[src/rtl/inst_fetch_unit_if.sv]
// ---------------------------------------------------------------------------
// inst_fetch_unit_if : imem request/response, decode and redirect bundle
// Revision: 1.0
// ---------------------------------------------------------------------------
`default_nettype none

interface inst_fetch_unit_if #(
  parameter int unsigned XLEN = 32
) ();

  logic            imem_req_valid;
  logic            imem_req_ready;
  logic [XLEN-1:0] imem_req_addr;
  logic            imem_rsp_valid;
  logic [31:0]     imem_rsp_data;
  logic            dec_valid;
  logic            dec_ready;
  logic [31:0]     dec_instr;
  logic [XLEN-1:0] dec_pc;
  logic            redirect_valid;
  logic [XLEN-1:0] redirect_pc;

  // Fetch unit side
  modport master (
    output imem_req_valid,
    output imem_req_addr,
    input  imem_req_ready,
    input  imem_rsp_valid,
    input  imem_rsp_data,
    output dec_valid,
    output dec_instr,
    output dec_pc,
    input  dec_ready,
    input  redirect_valid,
    input  redirect_pc
  );

  // Memory / decode / branch-unit side
  modport slave (
    input  imem_req_valid,
    input  imem_req_addr,
    output imem_req_ready,
    output imem_rsp_valid,
    output imem_rsp_data,
    input  dec_valid,
    input  dec_instr,
    input  dec_pc,
    output dec_ready,
    output redirect_valid,
    output redirect_pc
  );

endinterface

`default_nettype wire

[src/rtl/inst_fetch_unit.sv]
// ---------------------------------------------------------------------------
// inst_fetch_unit : in-order fetch front end with credit-limited prefetch queue
// Optional macro FETCH_PERF_CNT_EN adds the fetch_count port and counter.
// Revision: 1.0
// ---------------------------------------------------------------------------
`default_nettype none

module inst_fetch_unit #(
  parameter int unsigned     XLEN     = 32,
  parameter logic [XLEN-1:0] RESET_PC = '0,
  parameter int unsigned     QDEPTH   = 4
) (
  input  wire               clk,
  input  wire               reset,
  inst_fetch_unit_if.master bus
`ifdef FETCH_PERF_CNT_EN
  ,
  output logic [31:0]       fetch_count
`endif
);

  localparam int unsigned     PTR_W       = $clog2(QDEPTH);
  localparam int unsigned     CNT_W       = PTR_W + 1;
  localparam logic [XLEN-1:0] RESET_PC_AL = {RESET_PC[XLEN-1:2], 2'b00};
  localparam logic [CNT_W:0]  CREDIT_MAX  = (CNT_W + 1)'(QDEPTH);

  typedef enum logic [1:0] {
    ST_IDLE  = 2'd0,
    ST_RUN   = 2'd1,
    ST_FLUSH = 2'd2
  } state_e;

  state_e           state_q, state_d;
  logic [XLEN-1:0]  fetch_pc_q, fetch_pc_d;
  logic [CNT_W-1:0] inflight_q, inflight_d;
  logic [CNT_W-1:0] drop_q, drop_d;
  logic [CNT_W-1:0] q_count_q, q_count_d;
  logic [PTR_W-1:0] q_rd_ptr_q, q_rd_ptr_d;
  logic [PTR_W-1:0] q_wr_ptr_q, q_wr_ptr_d;
  logic [PTR_W-1:0] pf_rd_ptr_q, pf_rd_ptr_d;
  logic [PTR_W-1:0] pf_wr_ptr_q, pf_wr_ptr_d;
  logic             dec_valid_q, dec_valid_d;
  logic [31:0]      dec_instr_q, dec_instr_d;
  logic [XLEN-1:0]  dec_pc_q, dec_pc_d;

  // Prefetch queue payload, plus PCs of requests still waiting for data
  logic [31:0]      q_instr_mem [QDEPTH];
  logic [XLEN-1:0]  q_pc_mem    [QDEPTH];
  logic [XLEN-1:0]  pf_pc_mem   [QDEPTH];

  logic             credit_ok;
  logic             req_valid;
  logic             accept;
  logic             rsp;
  logic             rsp_drop;
  logic             redirect;
  logic             push;
  logic             pop;
  logic [XLEN-1:0]  rsp_pc;
  logic [PTR_W-1:0] q_next_ptr;
  logic             unused_pc_bits;

  assign unused_pc_bits = ^bus.redirect_pc[1:0];

  always_comb begin
    credit_ok  = ({1'b0, inflight_q} + {1'b0, q_count_q}) < CREDIT_MAX;
    redirect   = bus.redirect_valid && (state_q != ST_IDLE);
    req_valid  = (state_q == ST_RUN) && !bus.redirect_valid && credit_ok;
    accept     = req_valid && bus.imem_req_ready;
    rsp        = bus.imem_rsp_valid;
    rsp_drop   = rsp && (drop_q != '0);
    push       = rsp && !rsp_drop && !redirect;
    pop        = dec_valid_q && bus.dec_ready;
    rsp_pc     = pf_pc_mem[pf_rd_ptr_q];
    q_next_ptr = q_rd_ptr_q + PTR_W'(1);
  end

  always_comb begin
    state_d     = state_q;
    fetch_pc_d  = fetch_pc_q;
    inflight_d  = inflight_q + CNT_W'(accept) - CNT_W'(rsp);
    drop_d      = rsp_drop ? (drop_q - CNT_W'(1)) : drop_q;
    pf_wr_ptr_d = accept ? (pf_wr_ptr_q + PTR_W'(1)) : pf_wr_ptr_q;
    pf_rd_ptr_d = rsp ? (pf_rd_ptr_q + PTR_W'(1)) : pf_rd_ptr_q;
    q_wr_ptr_d  = push ? (q_wr_ptr_q + PTR_W'(1)) : q_wr_ptr_q;
    q_rd_ptr_d  = pop ? (q_rd_ptr_q + PTR_W'(1)) : q_rd_ptr_q;
    q_count_d   = q_count_q + CNT_W'(push) - CNT_W'(pop);
    dec_valid_d = dec_valid_q;
    dec_instr_d = dec_instr_q;
    dec_pc_d    = dec_pc_q;

    if (accept) begin
      fetch_pc_d = fetch_pc_q + XLEN'(4);
    end

    // The decode registers mirror the queue head; refill them when the head
    // leaves or when the first word lands in an empty queue.
    if (pop) begin
      if (q_count_q > CNT_W'(1)) begin
        dec_valid_d = 1'b1;
        dec_instr_d = q_instr_mem[q_next_ptr];
        dec_pc_d    = q_pc_mem[q_next_ptr];
      end else if (push) begin
        dec_valid_d = 1'b1;
        dec_instr_d = bus.imem_rsp_data;
        dec_pc_d    = rsp_pc;
      end else begin
        dec_valid_d = 1'b0;
      end
    end else if (push && (q_count_q == '0)) begin
      dec_valid_d = 1'b1;
      dec_instr_d = bus.imem_rsp_data;
      dec_pc_d    = rsp_pc;
    end

    // Everything still outstanding after this edge belongs to the old path.
    if (redirect) begin
      drop_d      = inflight_d;
      fetch_pc_d  = {bus.redirect_pc[XLEN-1:2], 2'b00};
      q_count_d   = '0;
      q_rd_ptr_d  = '0;
      q_wr_ptr_d  = '0;
      dec_valid_d = 1'b0;
    end

    case (state_q)
      ST_IDLE:  state_d = ST_RUN;
      ST_RUN:   if (redirect && (inflight_d != '0)) state_d = ST_FLUSH;
      ST_FLUSH: if (drop_d == '0) state_d = ST_RUN;
      default:  state_d = ST_IDLE;
    endcase
  end

  always_ff @(posedge clk or negedge reset) begin
    if (!reset) begin
      state_q     <= ST_IDLE;
      fetch_pc_q  <= RESET_PC_AL;
      inflight_q  <= '0;
      drop_q      <= '0;
      q_count_q   <= '0;
      q_rd_ptr_q  <= '0;
      q_wr_ptr_q  <= '0;
      pf_rd_ptr_q <= '0;
      pf_wr_ptr_q <= '0;
      dec_valid_q <= 1'b0;
      dec_instr_q <= '0;
      dec_pc_q    <= '0;
    end else begin
      state_q     <= state_d;
      fetch_pc_q  <= fetch_pc_d;
      inflight_q  <= inflight_d;
      drop_q      <= drop_d;
      q_count_q   <= q_count_d;
      q_rd_ptr_q  <= q_rd_ptr_d;
      q_wr_ptr_q  <= q_wr_ptr_d;
      pf_rd_ptr_q <= pf_rd_ptr_d;
      pf_wr_ptr_q <= pf_wr_ptr_d;
      dec_valid_q <= dec_valid_d;
      dec_instr_q <= dec_instr_d;
      dec_pc_q    <= dec_pc_d;
    end
  end

  always_ff @(posedge clk) begin
    if (push) begin
      q_instr_mem[q_wr_ptr_q] <= bus.imem_rsp_data;
      q_pc_mem[q_wr_ptr_q]    <= rsp_pc;
    end
    if (accept) begin
      pf_pc_mem[pf_wr_ptr_q] <= fetch_pc_q;
    end
  end

  assign bus.imem_req_valid = req_valid;
  assign bus.imem_req_addr  = fetch_pc_q;
  assign bus.dec_valid      = dec_valid_q;
  assign bus.dec_instr      = dec_instr_q;
  assign bus.dec_pc         = dec_pc_q;

`ifdef FETCH_PERF_CNT_EN
  logic [31:0] fetch_count_q, fetch_count_d;

  always_comb begin
    fetch_count_d = pop ? (fetch_count_q + 32'd1) : fetch_count_q;
  end

  always_ff @(posedge clk or negedge reset) begin
    if (!reset) begin
      fetch_count_q <= '0;
    end else begin
      fetch_count_q <= fetch_count_d;
    end
  end

  assign fetch_count = fetch_count_q;
`endif

endmodule

`default_nettype wire

[src/flat_wrapper.sv]
// flat-port wrapper written by rule: the top's interface ports become plain ports
module inst_fetch_unit_flat 
#(
  parameter int unsigned     XLEN     = 32,
  parameter logic [XLEN-1:0] RESET_PC = '0,
  parameter int unsigned     QDEPTH   = 4
)
  (clk, reset, bus_imem_req_valid, bus_imem_req_addr, bus_imem_req_ready, bus_imem_rsp_valid, bus_imem_rsp_data, bus_dec_valid, bus_dec_instr, bus_dec_pc, bus_dec_ready, bus_redirect_valid, bus_redirect_pc);
  inst_fetch_unit_if #(.XLEN(XLEN)) bus_i ();
  input  wire clk;
  input  wire reset;
  output wire logic [$bits(bus_i.imem_req_valid)-1:0] bus_imem_req_valid;
  output wire logic [$bits(bus_i.imem_req_addr)-1:0] bus_imem_req_addr;
  input wire logic [$bits(bus_i.imem_req_ready)-1:0] bus_imem_req_ready;
  input wire logic [$bits(bus_i.imem_rsp_valid)-1:0] bus_imem_rsp_valid;
  input wire logic [$bits(bus_i.imem_rsp_data)-1:0] bus_imem_rsp_data;
  output wire logic [$bits(bus_i.dec_valid)-1:0] bus_dec_valid;
  output wire logic [$bits(bus_i.dec_instr)-1:0] bus_dec_instr;
  output wire logic [$bits(bus_i.dec_pc)-1:0] bus_dec_pc;
  input wire logic [$bits(bus_i.dec_ready)-1:0] bus_dec_ready;
  input wire logic [$bits(bus_i.redirect_valid)-1:0] bus_redirect_valid;
  input wire logic [$bits(bus_i.redirect_pc)-1:0] bus_redirect_pc;
  assign bus_imem_req_valid = bus_i.imem_req_valid;
  assign bus_imem_req_addr = bus_i.imem_req_addr;
  assign bus_i.imem_req_ready = bus_imem_req_ready;
  assign bus_i.imem_rsp_valid = bus_imem_rsp_valid;
  assign bus_i.imem_rsp_data = bus_imem_rsp_data;
  assign bus_dec_valid = bus_i.dec_valid;
  assign bus_dec_instr = bus_i.dec_instr;
  assign bus_dec_pc = bus_i.dec_pc;
  assign bus_i.dec_ready = bus_dec_ready;
  assign bus_i.redirect_valid = bus_redirect_valid;
  assign bus_i.redirect_pc = bus_redirect_pc;
  inst_fetch_unit #(.XLEN(XLEN), .RESET_PC(RESET_PC), .QDEPTH(QDEPTH)) u_core (.clk(clk), .reset(reset), .bus(bus_i));
endmodule
[config.mk]
export PLATFORM = sky130hd
export DESIGN_NAME = inst_fetch_unit_flat
export DESIGN_NICKNAME = d
export VERILOG_FILES = /design/src/rtl/inst_fetch_unit_if.sv /design/src/rtl/inst_fetch_unit.sv /design/src/flat_wrapper.sv
export SDC_FILE = /design/constraint.sdc
export NUM_CORES = 1
export LEC_CHECK = 0
export BUFFER_PORTS_ARGS = -buffer_cell sky130_fd_sc_hd__buf_2
export CORE_MARGIN = 3
export CORE_UTILIZATION = 35
export DETAILED_ROUTE_END_ITERATION = 10
export SLEW_MARGIN = 25
export SYNTH_ARGS = -nofsm -noshare
export SYNTH_HDL_FRONTEND = slang
export SYNTH_SLANG_ARGS = --single-unit
[constraint.sdc]
create_clock -name clk -period 5.3 [get_ports clk]
set_clock_uncertainty 0.2 [all_clocks]
set_input_delay 0.53 -clock clk [delete_from_list [all_inputs] [get_ports clk]]
set_output_delay 0.53 -clock clk [all_outputs]
set_load 0.01 [all_outputs]
==> results summary <==
The flow ran to the end, and the final reports show no timing, DRC or antenna violations. The number of unique standard cell types used by synthesis came out at 50. The critical path is of the flip-flop to flip-flop type.

The count of cells along the worst hold path came out at 2. The die span in x came out at roughly 240 µm. The worst pin sits at a relative slew slack of 31.6%.

After synthesis, the largest family of logic cells by area is multiplexers. By area the synthesized netlist is led by sky130_fd_sc_hd__edfxtp_1 (57%), sky130_fd_sc_hd__dfrtp_1 (15%), sky130_fd_sc_hd__mux4_2 (11%). The highest clock rate came out at 0.327 GHz. The routed wire length came out at 41.1 mm. On the worst path, the slowest cell contributes a delay of 0.53 ns. The initial utilization of the core area, before any placement, comes to 35.6%. The area fraction of the dominant cell type after synthesis came out at 57.4%. The total of flip-flops plus latches after synthesis is 480.

In this run the cell area of the synthesized design comes to 19300 µm². The startpoint identified for the worst register-to-register timing path is u_core.inflight_q[1]. From synthesis to final layout, the design area changed by 21.3%. Entering global routing, the biggest net connects 71 pins. The share of cell area taken by muxes after synthesis is 18.1%. The die area is between 50000 and 60000 µm². The placed instance area is 20900 µm². The power density relative to cell area is ~500 nW/µm². The share of synthesized area occupied by flip-flops and latches came out at 71.9%. The startpoint identified for the worst hold timing path is bus_imem_rsp_valid. The fraction of registers with async set or reset after synthesis came out at 23.3%. The share of the cycle needed by the critical path after routing is 57.8%. In this run, synthesis inferred 368 flip-flops with an integrated enable. The half-perimeter wire length of the detailed placement result came out at 23.9 mm. The xor and xnor fraction of the mapped netlist area is 1.50%.

The path with the worst hold slack has its endpoint at u_core.pf_rd_ptr_q[0]. The average cell area after synthesis came out at 19.2 µm². The count of port buffers added during placement is 161. The number of standard cells after synthesis is 1004.

At the end of routability-driven placement, the weighted congestion stood at 0.737. The final antenna-violating net count is 0. Broken down by cell family, the worst path's largest delay share belongs to simple AND/OR/NAND/NOR gates. The number of antenna violations at the first check in global routing came out at 0. The measured slew at the worst slew-check pin is 1.03 ns. The number of optimization iterations in the first detailed-route pass came out at 5. The logic depth of the worst path, buffers included is 9. The final design utilization is 43.1%. The leakage dissipation is 8.29 nW.

STA classifies the critical path startpoint as a flip-flop. The number of buffer and inverter stages on the critical path came out at 0. The first-pass GRT wire length is 63.6 mm. The total power draw came out at 0.0119 W.

The synthesized netlist devotes 1.75% of its cell area to compound gates. The H-tree depth reported by CTS came out at 2. The count of instances resized after the clock tree is built came out at 0. Clock-pin slew was measured on the worst setup and hold paths at 0.06 ns. The final routed wire length divided by cell count is 20.7 µm.

The insertion delay to the later sink of the worst-skew pair came out at a little under 0.6 ns. The area of the core is roughly 54000 µm². The final design area excluding fillers is 23400 µm². Data arrives at the worst endpoint at 3.33 ns.

The critical path goes through ha_1 > nor4b_4 > and4_1 > ha_1 > fa_1 > xnor2_1 > o22ai_1 > o211ai_1 > o31a_1. sky130_fd_sc_hd__edfxtp_1 takes more of the synthesized area than any other cell. The post-CTS setup-driven buffer insertion count came out at 0. The CTS tree is done. The total CTS buffers is 52.

Max-cap violations in this run came to 0. The number of top-level pins came out at 168. The final critical path time including I/O delays and setup is 3.06 ns.

At the worst endpoint, the required time is ~5.6 ns. The number of endpoints failing setup at the final stage came out at 0. The top fanout value on the critical path is 12. The worst setup path is captured at a flip-flop. For this run, the number of Yosys warnings is 0. The overall die height is 241 µm.

The root buffer cell chosen for the clock tree is sky130_fd_sc_hd__clkbuf_16. The worst min-delay path category is primary input to flip-flop. In this run, the number of DRC markers left after iteration 0 of detailed routing was 508. The number of standard-cell rows in the floorplan came out at 85.

sky130_fd_sc_hd__edfxtp_1 is the most common cell in the netlist. In this run the register-to-register setup slack is 2.24 ns. The number of cells traversed by the worst register-to-register path came out at 9. The peak ir drop on the vdd network came out at 0.000348 V. In the synthesized netlist the dominant register cell turns out to be sky130_fd_sc_hd__edfxtp_1. The number of global-route vias before repair was 10.5k. The critical-path cell with the highest stage delay is sky130_fd_sc_hd__and4_1. The overflow left after global routing is 0.

The number of clock sinks seen by CTS came out at 480. The share of synthesized cell area in full adder, half adder and majority cells came out at ~1.4%. Ranked by instance count, the synthesized netlist is headed by sky130_fd_sc_hd__edfxtp_1 (368), sky130_fd_sc_hd__mux2_2 (116), sky130_fd_sc_hd__dfrtp_1 (112).

The most numerous cell on the critical path is sky130_fd_sc_hd__ha_1. After Yosys synthesis, and, or, nand and nor cells account for 3.63% of the synthesized area. The number of fillers in the final layout came out at roughly 4.7k.

The total global-route track usage is 14.5%. The post-route netlist has 38.4% of its cells at a drive strength greater than 1. After clock tree synthesis, the flow added hold-fix buffers numbering 64. The final net count came out at 1339. The final antenna diode count came out at 0. For this block, the via count after detailed routing is 9931. The largest buffer count on any clock path came out at 3. Setup repair after global routing left no endpoint under its margin. The worst register-to-register path ends at u_core.state_q[1]. In the routed design, unresolved DRC markers number 0. The count of endpoints failing hold in the final timing report came out at 0.

The number of pins with negative max-slew slack in the final report was 0. The via density per instance is 4.99. After routing, the total negative slack on setup checks comes to 0 ns.
## metrics by stage
step,std cells,hold WS [ns],setup slack (ns)
final,1989,0.0734,2.24
after global routing,1989,0.0589,2.00
after CTS,1989,0.0316,2.21
after detailed placement,1827,0.280,2.21
after global placement,1827,0.268,2.26
after floorplan,1007,0.0344,2.01
## sequential cells by signal, indices dropped and copies added (netlist names), 3 cells and up
signal and count:
u_core.q_instr_mem 128, u_core.pf_pc_mem 120, u_core.q_pc_mem 120, u_core.bus.dec_instr 32, u_core.bus.dec_pc 30, u_core.bus.imem_req_addr 30
u_core.drop_q 3, u_core.inflight_q 3, u_core.q_count_q 3
## where the power goes
part / internal (W) / switching [W]
logic: 0.00122 / 0.00130
clock network: 0.00234 / 0.00150
registers: 0.00489 / 0.000656
total: 0.00845 / 0.00345
## kinds of logic (layout without fill, tap and decap cells)
family                   after synthesis  count (layout)
buffers and inverters                 74             360
XOR/XNOR                              33              33
flip-flops                           480             480
AO/OA/AOI/OAI                         54              54
AND/OR/NAND/NOR                      124             124
multiplexers                         218             218
other                                  1               4
adder cells (fa/ha/maj)               20              20
## area by class of cell
type | instances | area, µm² | area share (%)
flip-flops and latches | 480 | 13900 | 59.3
multi-input cells | 453 | 5120 | 21.9
repair buffers | 239 | 1560 | 6.69
clock buffers | 67 | 1460 | 6.25
well taps | 696 | 871 | 3.73
clock inverters | 31 | 395 | 1.69
inverters | 23 | 86.3 | 0.370
## routing by layer
layer	up-vias	GRT usage, %	wire length (µm)
met5	-	0	0
met4	0	3.84	738
met3	53	2.74	1810
met2	234	23.8	19700
met1	5188	20.0	18900
li1	4456	-	-
## worst max path at each step
stage,from,to
floorplan,u_core.state_q[1],u_core.q_instr_mem[1][0]
global placement,bus_imem_rsp_valid,u_core.q_pc_mem[3][27]
detailed placement,bus_imem_rsp_valid,u_core.q_pc_mem[3][21]
CTS,u_core.drop_q[0],u_core.q_instr_mem[3][6]
global route,u_core.q_count_q[1],u_core.state_q[1]
finish,u_core.inflight_q[1],u_core.state_q[1]
## layout by cell type (no fill, tap or decap), types with 16 or more instances in the layout
| master | n |
|---|---|
| sky130_fd_sc_hd__buf_2 | 160 |
| sky130_fd_sc_hd__clkbuf_16 | 53 |
| sky130_fd_sc_hd__inv_1 | 23 |
| sky130_fd_sc_hd__dlygate4sd3_1 | 64 |
| sky130_fd_sc_hd__nand2_1 | 45 |
| sky130_fd_sc_hd__mux2_2 | 116 |
| sky130_fd_sc_hd__edfxtp_1 | 368 |
| sky130_fd_sc_hd__nor2_1 | 16 |
| sky130_fd_sc_hd__dfrtp_1 | 108 |
| sky130_fd_sc_hd__ha_1 | 18 |
| sky130_fd_sc_hd__xnor2_1 | 20 |
| sky130_fd_sc_hd__mux4_2 | 92 |
No activity file was read; power rests on OpenSTA's default activity.
